**src/rtl/debounce_pkg.sv**
```systemverilog
// Shared definitions for the multi-channel input debouncer: channel FSM state
// encoding and its width.
package debounce_pkg;

    localparam int STATE_W = 2;

    typedef logic [STATE_W-1:0] state_t;

    localparam state_t S_STABLE  = 2'd0;
    localparam state_t S_BOUNCE1 = 2'd1;
    localparam state_t S_BOUNCE2 = 2'd2;

endpackage

```
**src/rtl/debounce_chan.sv**
```systemverilog
// One debouncer channel: 2-flop synchroniser, polarity, bounce FSM, live-timeout
// timer, burst start position and optional bounce statistics (DEBOUNCE_STATS_EN).
module debounce_chan
    import debounce_pkg::*;
#(
    parameter int   POS_W      = 32,
    parameter int   TIMER_W    = 32,
    parameter logic INVERT_BIT = 1'b0
) (
    input  logic               clk,
    input  logic               reset,
    input  logic               sig_in,
    input  logic [POS_W-1:0]   pos_in,
    input  logic [TIMER_W-1:0] timeout,
    output logic               value,
    output logic               value_changed,
    output logic [POS_W-1:0]   change_pos,
    output logic [TIMER_W-1:0] max_bounce,
    output state_t             state
);

    logic               sync1_q, sync1_d;
    logic               sync2_q, sync2_d;
    state_t             state_q, state_d;
    logic [TIMER_W-1:0] timer_q, timer_d;
    logic               value_q, value_d;
    logic               value_changed_q, value_changed_d;
    logic [POS_W-1:0]   change_pos_q, change_pos_d;
    logic [POS_W-1:0]   start_pos_q, start_pos_d;

    logic               sig;
    logic               differ;
    logic               expired;
    logic [TIMER_W-1:0] timer_inc;

    assign sig       = sync2_q ^ INVERT_BIT;
    assign differ    = (sig != value_q);
    assign expired   = (timer_q >= timeout);
    assign timer_inc = (&timer_q) ? timer_q : timer_q + 1'b1;

    always_ff @(posedge clk) begin
        if (reset) begin
            sync1_q         <= 1'b0;
            sync2_q         <= 1'b0;
            state_q         <= S_STABLE;
            timer_q         <= '0;
            value_q         <= 1'b0;
            value_changed_q <= 1'b0;
            change_pos_q    <= '0;
            start_pos_q     <= '0;
        end else begin
            sync1_q         <= sync1_d;
            sync2_q         <= sync2_d;
            state_q         <= state_d;
            timer_q         <= timer_d;
            value_q         <= value_d;
            value_changed_q <= value_changed_d;
            change_pos_q    <= change_pos_d;
            start_pos_q     <= start_pos_d;
        end
    end

    always_comb begin
        state_d = state_q;
        case (state_q)
            S_STABLE:  if (differ) state_d = S_BOUNCE1;
            S_BOUNCE1: begin
                if (!differ)      state_d = S_BOUNCE2;
                else if (expired) state_d = S_STABLE;
            end
            S_BOUNCE2: begin
                if (differ)       state_d = S_BOUNCE1;
                else if (expired) state_d = S_STABLE;
            end
            default:   state_d = S_STABLE;
        endcase
    end

    // Timer restarts on every segment change; start_pos only loads on leaving STABLE.
    always_comb begin
        sync1_d         = sig_in;
        sync2_d         = sync1_q;
        timer_d         = timer_q;
        value_d         = value_q;
        value_changed_d = 1'b0;
        change_pos_d    = change_pos_q;
        start_pos_d     = start_pos_q;
        case (state_q)
            S_STABLE: begin
                if (differ) begin
                    timer_d     = '0;
                    start_pos_d = pos_in;
                end
            end
            S_BOUNCE1: begin
                if (!differ) begin
                    timer_d = '0;
                end else if (expired) begin
                    value_d         = sig;
                    value_changed_d = 1'b1;
                    change_pos_d    = start_pos_q;
                end else begin
                    timer_d = timer_inc;
                end
            end
            S_BOUNCE2: begin
                if (differ) begin
                    timer_d = '0;
                end else if (!expired) begin
                    timer_d = timer_inc;
                end
            end
            default: timer_d = '0;
        endcase
    end

`ifdef DEBOUNCE_STATS_EN
    logic [TIMER_W-1:0] max_bounce_q, max_bounce_d;
    logic [TIMER_W-1:0] seg_max;

    assign seg_max = (timer_q > max_bounce_q) ? timer_q : max_bounce_q;

    always_ff @(posedge clk) begin
        if (reset) max_bounce_q <= '0;
        else       max_bounce_q <= max_bounce_d;
    end

    // A segment closes whenever the burst flips between BOUNCE1 and BOUNCE2.
    always_comb begin
        max_bounce_d = max_bounce_q;
        if (state_q == S_STABLE && differ)
            max_bounce_d = '0;
        else if ((state_q == S_BOUNCE1 && !differ) || (state_q == S_BOUNCE2 && differ))
            max_bounce_d = seg_max;
    end

    assign max_bounce = max_bounce_q;
`else
    assign max_bounce = '0;
`endif

    always_comb begin
        state         = state_q;
        value         = value_q;
        value_changed = value_changed_q;
        change_pos    = change_pos_q;
    end

endmodule

```
**src/rtl/debounce_multi.sv**
```systemverilog
// N-channel endstop debouncer top: per-channel debounce_chan instances, polarity,
// sticky change mask. Bounce statistics are built only with DEBOUNCE_STATS_EN.
module debounce_multi
    import debounce_pkg::*;
#(
    parameter int              N_CH    = 4,
    parameter int              POS_W   = 32,
    parameter int              TIMER_W = 32,
    parameter logic [N_CH-1:0] INVERT  = '0
) (
    input  logic                      clk,
    input  logic                      reset,
    input  logic [N_CH-1:0]           sig_in,
    input  logic [POS_W-1:0]          pos_in,
    input  logic [TIMER_W-1:0]        timeout,
    input  logic [N_CH-1:0]           clear_mask,
    output logic [N_CH-1:0]           value,
    output logic [N_CH-1:0]           value_changed,
    output logic [N_CH*POS_W-1:0]     change_pos,
    output logic [N_CH-1:0]           changed_mask,
    output logic                      any_changed,
    output logic [N_CH*TIMER_W-1:0]   max_bounce,
    output logic [N_CH*STATE_W-1:0]   state_dbg
);

    logic [N_CH-1:0] changed_mask_q, changed_mask_d;
    logic            any_changed_q, any_changed_d;

    for (genvar i = 0; i < N_CH; i++) begin : g_ch
        debounce_chan #(
            .POS_W      (POS_W),
            .TIMER_W    (TIMER_W),
            .INVERT_BIT (INVERT[i])
        ) u_chan (
            .clk           (clk),
            .reset         (reset),
            .sig_in        (sig_in[i]),
            .pos_in        (pos_in),
            .timeout       (timeout),
            .value         (value[i]),
            .value_changed (value_changed[i]),
            .change_pos    (change_pos[i*POS_W +: POS_W]),
            .max_bounce    (max_bounce[i*TIMER_W +: TIMER_W]),
            .state         (state_dbg[i*STATE_W +: STATE_W])
        );
    end

    // Set beats clear when a strobe and a clear land in the same cycle.
    always_comb begin
        changed_mask_d = (changed_mask_q & ~clear_mask) | value_changed;
        any_changed_d  = |changed_mask_d;
    end

    always_ff @(posedge clk) begin
        if (reset) begin
            changed_mask_q <= '0;
            any_changed_q  <= 1'b0;
        end else begin
            changed_mask_q <= changed_mask_d;
            any_changed_q  <= any_changed_d;
        end
    end

    assign changed_mask = changed_mask_q;
    assign any_changed  = any_changed_q;

endmodule

```
**config.mk**
```make
export PLATFORM = sky130hd
export DESIGN_NAME = debounce_multi
export DESIGN_NICKNAME = d
export VERILOG_FILES = /design/src/rtl/debounce_pkg.sv /design/src/rtl/debounce_chan.sv /design/src/rtl/debounce_multi.sv
export SDC_FILE = /design/constraint.sdc
export NUM_CORES = 1
export LEC_CHECK = 0
export BUFFER_PORTS_ARGS = -buffer_cell sky130_fd_sc_hd__buf_4
export CORE_ASPECT_RATIO = 0.7
export CORE_MARGIN = 5
export CORE_UTILIZATION = 61
export DETAILED_ROUTE_END_ITERATION = 8
export GPL_TIMING_DRIVEN = 1
export HOLD_SLACK_MARGIN = 0.02
export PLACE_DENSITY = 0.91
export REMOVE_ABC_BUFFERS = 1
export SETUP_SLACK_MARGIN = 0.5
export SLEW_MARGIN = 15
export SYNTH_ARGS = -nofsm -noshare
export SYNTH_HDL_FRONTEND = slang
export SYNTH_SLANG_ARGS = --single-unit
export TNS_END_PERCENT = 10
```
**constraint.sdc**
```tcl
create_clock -name clk -period 5.01 [get_ports clk]
set_input_delay 0.2505 -clock clk [delete_from_list [all_inputs] [get_ports clk]]
set_output_delay 0.2505 -clock clk [all_outputs]
set_load 0.01 [all_outputs]
```
* Word level (Yosys, flattened, before mapping)
Index checks and enable logic that the tools add are counted.
Storage, ports and cells: latch bits 0, output and inout port bits 277, flip-flop bits (word level) 413, logic and storage cells 138, memories kept 0, bits in writable memories 0, bits of input ports 74, ROM bits 0
Operators by class: equality and inequality tests 16, bitwise gates (word level) 11, divide/modulo/power cells 0, add/subtract/negate cells 4, multiply operators 0, $lt $le $gt $ge 4, muxes and demuxes 48, reduce and logical (&&, ||, !) cells 21, shifts and indexed selects 0
Operators by type and width (number):
- $mux W32 | 20
- $pmux W32 S3 | 4
- $add A32 B1 Y32 const B | 4
- $ge A32 B32 Y1 | 4
- $reduce_and A32 Y1 | 4
- $mux W2 | 16
- $pmux W2 S3 | 4
- $reduce_and A3 Y1 | 4
- $reduce_or A3 Y1 | 4
- $eq A2 B1 Y1 const B | 4
- $eq A2 B2 Y1 const B | 4
- $logic_not A2 Y1 | 4
- $ne A2 B1 Y1 const B | 4
- $not A1 Y1 | 8
- $reduce_and A2 Y1 | 4
- $and A4 B4 Y4 | 1
- $mux W1 | 4
- $ne A1 B1 Y1 | 4
- $not A4 Y4 | 1
- $or A4 B4 Y4 | 1
- $reduce_or A4 Y1 | 1

* Longest topological paths before layout
Gate-level depths: netlist of the first run.
depth in word-level cells 5, mapped depth 13, gate-level depth less buffers 10

* Cells and area by module
A second synthesis of the first run with hierarchy kept.
Unflattened totals: cell total of the unflattened synthesis 2621, area total of the unflattened synthesis 21876.0 µm²
By module, submodules not included:
- debounce_chan at g_ch[0].u_chan ... | area each 5361.4 µm², times used 3, sequential area each 2042.0 µm², cells each 645
- debounce_chan at g_ch[3].u_chan | area each 5610.4 µm², times used 1, sequential area each 2042.0 µm², cells each 668
- debounce_multi | area each 181.4 µm², times used 1, sequential area each 100.1 µm², cells each 18

* Worst setup path before layout of the first run
No wires, ideal clock.
kind reg-to-reg, start point reg g_ch[2].u_chan.timer_q[19], end point reg g_ch[2].u_chan.timer_q[21], data required time 4.939 ns, period minus slack after synthesis 2.645 ns, arrival time 2.574 ns, cell stages (with the launch flop) 12, buffers on the path 2, setup slack 2.365 ns, library setup time 0.071 ns, cells stage by stage dfxtp_1 > ha_1 > a21oi_1 > o21ai_1 > a211oi_1 > nor3_1 > or4_1 > buf_2 > or2_4 > buf_6 > or3_1 > a21oi_1
Between the ends: longest elaborated chain between the ends 5, elaborated cells between the ends (all ways) 8, those cells by class add/sub (1); order compare (1); mux (5); reduce/logical (1)
Ends and longest elaborated chain:
- start, declared | RTL line debounce_chan.sv:25 | logic [TIMER_W-1:0] timer_q, timer_d;
- start signal, assigned | RTL line debounce_chan.sv:55 | timer_q <= timer_d;
- $add A32 B1 Y32 or $reduce_and A32 Y1 (tied branches) | RTL line debounce_chan.sv:39 | assign timer_inc = (&timer_q) ? timer_q : timer_q + 1'b1;
- $mux W32 | RTL line debounce_chan.sv:39
- $mux W32 * | RTL line debounce_chan.sv:98, debounce_chan.sv:109
- $mux W32, on equally long branches | RTL line debounce_chan.sv:107, debounce_chan.sv:96
- $pmux W32 S3 * | RTL line debounce_chan.sv:88 | case (state_q)
Every way passes the cells marked *; elsewhere a longest branch is shown, timed or not. A chain may end at the register's enable or synchronous reset.

* Final worst setup path of the first run
start point reg g_ch[0].u_chan.timer_q[25], end point reg g_ch[0].u_chan.timer_q[22]
Between the ends: longest elaborated chain between the ends 5, elaborated cells between the ends (all ways) 7, those cells by class order compare (1); mux (5); reduce/logical (1)
Ends and longest elaborated chain (RTL line):
- start, declared | debounce_chan.sv:25
- start signal, assigned | debounce_chan.sv:55
- branches (longest 2 deep; another with $ge A32 B32 Y1)
- $mux W32 * | debounce_chan.sv:98, debounce_chan.sv:109
- $mux W32, on equally long branches | debounce_chan.sv:107, debounce_chan.sv:96
- $pmux W32 S3 * | debounce_chan.sv:88
Every way passes the cells marked *.

==> results of run 1 <==
==> critical path: stages (launching register included) <==
cell and delay, ns:
dfxtp_1 0.47, ha_1 0.30, a21oi_1 0.17, o21ai_0 0.09, a221oi_1 0.60, nand3_1 0.84
or3_1 0.61, or3_1 0.31, a21oi_1 0.13
==> layer usage <==
layer  vias up  GRT usage  routed length (um)
met5         -          0                   0
met4         0      0.151                3020
met3       231     0.0670                6490
met2      1086      0.489               27400
met1      8782      0.419               24100
li1       8689          -                   -
==> power groups by stage <==
stage          sequential, uW  combinational [uW]  clock [uW]
3_3_place_gp             3440                 496           0
5_1_grt                  3380                 620        3420
2_1_floorplan            3440                 289           0
4_1_cts                  3370                 548        3260
6_report                 3370                 571        3250
3_5_place_dp             3440                 518           0
==> synth_stat cells (all sizes together), types with 10 or more instances <==
master    n  area, um2
a21oi   340       1700
xnor2    53        464
and4     19        169
and3     25        161
and2     18        113
clkbuf  111        417
a21o     16        120
o21ai    50        250
xor2     54        473
ha      148       1850
o21a     11       82.6
inv      67        251
nor2    143        537
dfxtp   413       8270
nand4    70        438
nand3    54        275
nor4     32        228
nor3     30        150
buf     144       1070
or4      10       75.1
nand2   622       2330
nor2b    11       68.8
or3      20        125
==> per-stage QoR <==
step / area (um2) / total power [uW] / cells
2_1_floorplan: 19100 / 3730 / 2399
3_3_place_gp: 21500 / 3940 / 3068
3_5_place_dp: 21500 / 3960 / 3068
4_1_cts: 23300 / 7180 / 3171
5_1_grt: 23300 / 7420 / 3173
6_report: 23300 / 7190 / 3174
==> worst min-delay path by stage <==
| stage | from | end | slack, ns |
|---|---|---|---|
| floorplan | reset | g_ch[0].u_chan.change_pos[0]$_SDFFE_PP0P_ | 0.32 |
| global placement | g_ch[0].u_chan.sync1_q$_SDFF_PP0_ | g_ch[0].u_chan.sig$_SDFF_PP0_ | 0.42 |
| detailed placement | g_ch[0].u_chan.sync1_q$_SDFF_PP0_ | g_ch[0].u_chan.sig$_SDFF_PP0_ | 0.43 |
| CTS | clear_mask[3] | changed_mask[3]$_SDFF_PP0_ | 0.05 |
| global route | clear_mask[3] | changed_mask[3]$_SDFF_PP0_ | 0.07 |
| finish | clear_mask[3] | changed_mask[3]$_SDFF_PP0_ | 0.06 |
==> final cells by class <==
class | instances | area share
diodes | 3 | 0.000322
clock buffers | 49 | 0.0466
clock inverters | 18 | 0.0129
inverters | 67 | 0.0108
multi-input cells | 1919 | 0.458
flip-flops and latches | 413 | 0.355
well taps | 427 | 0.0229
repair buffers | 278 | 0.0937
==> registers in the layout (all words and copies together) (netlist names) <==
name	count
g_ch.u_chan.sync1_q	4
g_ch.u_chan.value	4
any_changed	1
g_ch.u_chan.value_changed	4
g_ch.u_chan.change_pos	128
changed_mask	4
g_ch.u_chan.start_pos_q	128
g_ch.u_chan.sig	4
g_ch.u_chan.state	8
g_ch.u_chan.timer_q	128
==> logic make-up after synthesis <==
family,Yosys count,share of synthesized area
buf+inv,322,0.0861
flops,413,0.410
simple gates,1073,0.239
mux,2,0.000994
other cells,1,0.000186
xor+xnor,107,0.0465
compound gates,461,0.125
fa+ha+maj,148,0.0919
==> timing repair <==
| action | in CTS | in global routing |
|---|---|---|
| hold endpoints to repair | 116 | 0 |
| hold buffers | 36 | 0 |
| resized for setup | 0 | 0 |
==> out/qor.csv, run 1 <==
metric,value,unit
outcome,completed,
Root Buffer,clkbuf_16,
vias in the first global route,17800,
Routed Antenna Nets,0,
Yosys cell types,64,
worst path required time,5.48,ns
Mapped Area,0.0201,mm2
vias,18800,
Critical Path Source,g_ch[0].u_chan.timer_q[25]$_SDFFE_PP0P_,
# clock sinks,413,
Comb pwr share,0.079,
WHS,0.0608,ns
CTS max path bufs,3,
multi-input logic area,0.0107,mm2
"commonest non-fill, non-tap cells in the layout","620 x nand2_1, 413 x dfxtp_1, 340 x a21oi_1",
max frequency,277,MHz
GPL Wtd Cong,1.01,
Crit Path Category,reg -> reg,
Initial Util,0.620,
crit end category,flip-flop,
DP HPWL,41800,um
Synth async-reset ratio,0,
Worst-path clk slew,0.07,ns
Hold Path Stages,4,
I/O Pins,351,
synthesized flop and latch total,413,
Iter 0 DRT Violations,2183,
Sw Share,0.241,
Post-Route WL,60900,um
warnings from Yosys,0,
Reg2Reg Launch Point,g_ch[0].u_chan.timer_q[25]$_SDFFE_PP0P_,
"most common cell after layout, fill and taps aside",nand2_1,
Post-Route Utilization,0.717,
Power Density,309,mW/mm2
Critical Path Sink,g_ch[0].u_chan.timer_q[22]$_SDFFE_PP0P_,
first-pass GRT wire length,94100,um
Pint,5460,uW
Final Skew,0.0171,ns
Slew Limit Fails,0,
Hold WC Path Type,in -> reg,
H-tree Lvls,2,
Residual DRC,0,
DIE HEIGHT,162,um
Worst VDD drop,0.000225,V
Syn Area/Cell,7.97,um2
"EDFF count, synth",0,
Worst R2R Setup Slack,1.41,ns
core box area,0.0325,mm2
total clock buffers created by CTS,39,
Pre-Repair DR Iteration Count,6,
full die area,0.0368,mm2
Placement Setup Slack,1.46,ns
max-cap check violation count,0,
Port-buffer cells,222,
GRT Resource Usage Total,0.314,
Final Worst Setup Slack,1.41,ns
Post-Syn Instances,2527,
CP arrival,4.07,ns
Leak,0.00940,uW
crit path max fanout,25,
num rows,55,
Via density,5.92,
grt ovf,0,
R2R Path End,g_ch[0].u_chan.timer_q[22]$_SDFFE_PP0P_,
"Period Utilization, post-route",0.719,
Seq pwr share,0.469,
sequential element share of the synthesized area,0.410,
worst skew pair latency,0.54,ns
pin count of the biggest net entering global routing,119,
crit start category,flip-flop,
Clock Power Share,0.452,
Setup Buffers After CTS,0,
relative slew slack,0.218,
share of layout cells above drive strength 1,0.118,
"Hold Violations, Final",0,
setup TNS,0,ns
nets,2940,
worst-case reg-to-reg path depth,8,
Tmin final,3.60,ns
worst-margin pin slew,1.17,ns
drt wl/cell,19.2,um
Storage cell area,0.00827,mm2
"Area growth, synth to finish",15.7,%
final setup vio count,0,
initial antenna violation count,2,
CTS tree,done,
Chip Width,227,um
Psw,1730,uW
RSZ-0062 raised after global routing,false,
most used flip-flop cell after synthesis,dfxtp_1,
fill count,2431,
Power figures use the tool's default switching activity.
==> inputs of run 2 (changes only) <==
CORE_UTILIZATION = 57   (was 61)
PLACE_DENSITY = 0.86   (was 0.91)
clock period = 3.32 ns   (was 5.01 ns; I/O delays follow)
==> run 2 against run 1 <==
Critical path type unchanged. Clock-buffer cell count unchanged. Power up 54%. Critical endpoint is now g_ch[1].u_chan.state[0]$_SDFFE_PP0P_. Maximum frequency up 27%. Utilization down 3.1 points. Sequential share of layout area down 0.85 points.
==> out/qor.csv, run 2 (same netlist as run 1, synthesis figures left out) <==
metric,value,unit,change
Initial Util,0.579,,-0.0414
"commonest non-fill, non-tap cells in the layout","622 x nand2_1, 404 x dfxtp_1, 339 x a21oi_1",,
Post-Route Utilization,0.687,,-0.0305
CP arrival,3.31,ns,-0.76 ns
H-tree Lvls,2,,unchanged
GRT Resource Usage Total,0.293,,-0.0213
"Area growth, synth to finish",18.7,%,
max-cap check violation count,0,,unchanged
final setup vio count,0,,unchanged
Via density,5.80,,-2.0%
pin count of the biggest net entering global routing,174,,+46%
max frequency,352,MHz,+27%
RSZ-0062 raised after global routing,true,,
"most common cell after layout, fill and taps aside",nand2_1,,
initial antenna violation count,1,,-1
worst-path cell chain,inv_1 > ha_1 > nand2b_1 > a2111oi_0 > o311a_1 > a2bb2oi_2 > nand3_2 > or4_1 > a21oi_1,,
total clock buffers created by CTS,40,,+2.6%
kind of cell adding the most delay to the critical path,compound AO/OA/AOI/OAI gates,,
relative slew slack,0.175,,-0.0432
Slew Limit Fails,0,,unchanged
Routed Antenna Nets,0,,unchanged
Crit Path Category,reg -> reg,,
CTS max path bufs,3,,unchanged
Placement Setup Slack,0.288,ns,-1.17 ns
Post-Route WL,62400,um,+2.4%
core box area,0.0348,mm2,+7.1%
outcome,completed,,
Root Buffer,clkbuf_16,,
Tmin final,2.84,ns,-0.762 ns
WP buf/inv,1,,+1
Post-Layout Inst Area,0.0239,mm2,+2.6%
Placed Instances,3135,,+2.2%
Worst-path clk slew,0.07,ns,about the same
nets,2974,,+1.2%
DIE HEIGHT,167,um,+3.2%
fin cells,3257,,+2.6%
Power Density,465,mW/mm2,+51%
"Period Utilization, post-route",0.856,,+0.137
Final Skew,0.0291,ns,+0.0120 ns
vias,18900,,+0.55%
Residual DRC,0,,unchanged
GPL Wtd Cong,0.960,,-4.7%
Crit path largest cell delay,0.53,ns,-0.31 ns
DP HPWL,43100,um,+2.9%
drt wl/cell,19.2,um,-0.18%
crit path max fanout,5,,-80%
Area after DPL,0.0218,mm2,+1.3%
I/O Pins,351,,unchanged
first-pass GRT wire length,95200,um,+1.2%
share of layout cells above drive strength 1,0.140,,+0.0216
CP max-delay cell,or4_1,,
Hold WC Path Type,in -> reg,,
CTS tree,done,,
num rows,57,,+3.6%
worst-margin pin slew,1.23,ns,+0.0619 ns
full die area,0.0393,mm2,+6.6%
vias in the first global route,17800,,-0.34%
worst skew pair latency,0.56,ns,+0.02 ns
Leak,0.00969,uW,+3.1%
Final Worst Setup Slack,0.478,ns,-0.928 ns
worst path required time,3.79,ns,-1.69 ns
Pre-Repair DR Iteration Count,8,,+2
crit start category,flip-flop,,
# clock sinks,413,,unchanged
Port-buffer cells,222,,unchanged
Chip Width,235,um,+3.3%
Iter 0 DRT Violations,2267,,+3.8%
grt ovf,0,,unchanged
crit end category,flip-flop,,
Worst VDD drop,0.000499,V,+120%
"Hold Violations, Final",0,,unchanged
==> run 2: power by group <==
part / switching, uW / total [uW] / internal, uW
registers: 55.4 / 5090 / 5030
logic: 607 / 893 / 286
clock network: 2070 / 5130 / 3060
total: 2730 / 11100 / 8380
==> run 2: layout make-up <==
| cell class | count | area, um2 |
|---|---|---|
| timing repair buffer | 310 | 2520 |
| tap | 472 | 591 |
| inverter | 67 | 251 |
| clock inverter | 25 | 365 |
| clock buffer | 49 | 1120 |
| antenna | 1 | 2.50 |
| sequential | 413 | 8280 |
| fill | 2705 | 10900 |
| multi-input combinational | 1920 | 10800 |
==> run 2: repair_timing <==
item | 4_1_cts | 5_1_grt
buffers inserted | 2 | 3
setup endpoints to repair | 80 | 200
cloned | 0 | 2
pin swaps | 1 | 2
endpoints found under the hold margin | 137 | 0
hold buffers | 40 | 0
resized for setup | 3 | 35
==> run 2: per-stage QoR <==
stage / power [uW] / hold slack [ns] / TNS (ns)
final: 11100 / 0.135 / 0
after global routing: 11400 / 0.156 / 0
after CTS: 11100 / 0.123 / 0
after global placement: 5970 / 0.380 / 0
after floorplan: 5620 / 0.235 / -25.98
after detailed placement: 6010 / 0.383 / 0
==> run 2: worst paths after layout <==
check                                                                   to  cells past startpoint                                       start  slack (ns)
worst max-delay path                  g_ch[1].u_chan.state[0]$_SDFFE_PP0P_                      9      g_ch[1].u_chan.timer_q[0]$_SDFFE_PP0P_        0.48
worst min-delay path            g_ch[1].u_chan.change_pos[12]$_SDFFE_PP0P_                      2                                       reset        0.13
worst max register to register        g_ch[1].u_chan.state[0]$_SDFFE_PP0P_                      9      g_ch[1].u_chan.timer_q[0]$_SDFFE_PP0P_        0.48
worst min register to register   g_ch[0].u_chan.change_pos[1]$_SDFFE_PP0P_                      2  g_ch[0].u_chan.start_pos_q[1]$_SDFFE_PP0P_        0.44
==> run 2: layer usage <==
layer | track usage | routed length, um | vias up
li1 | - | - | 8750
met1 | 0.383 | 24500 | 8797
met2 | 0.466 | 28100 | 1083
met3 | 0.0709 | 6600 | 262
met4 | 0.128 | 3190 | 0
met5 | 0 | 0 | -
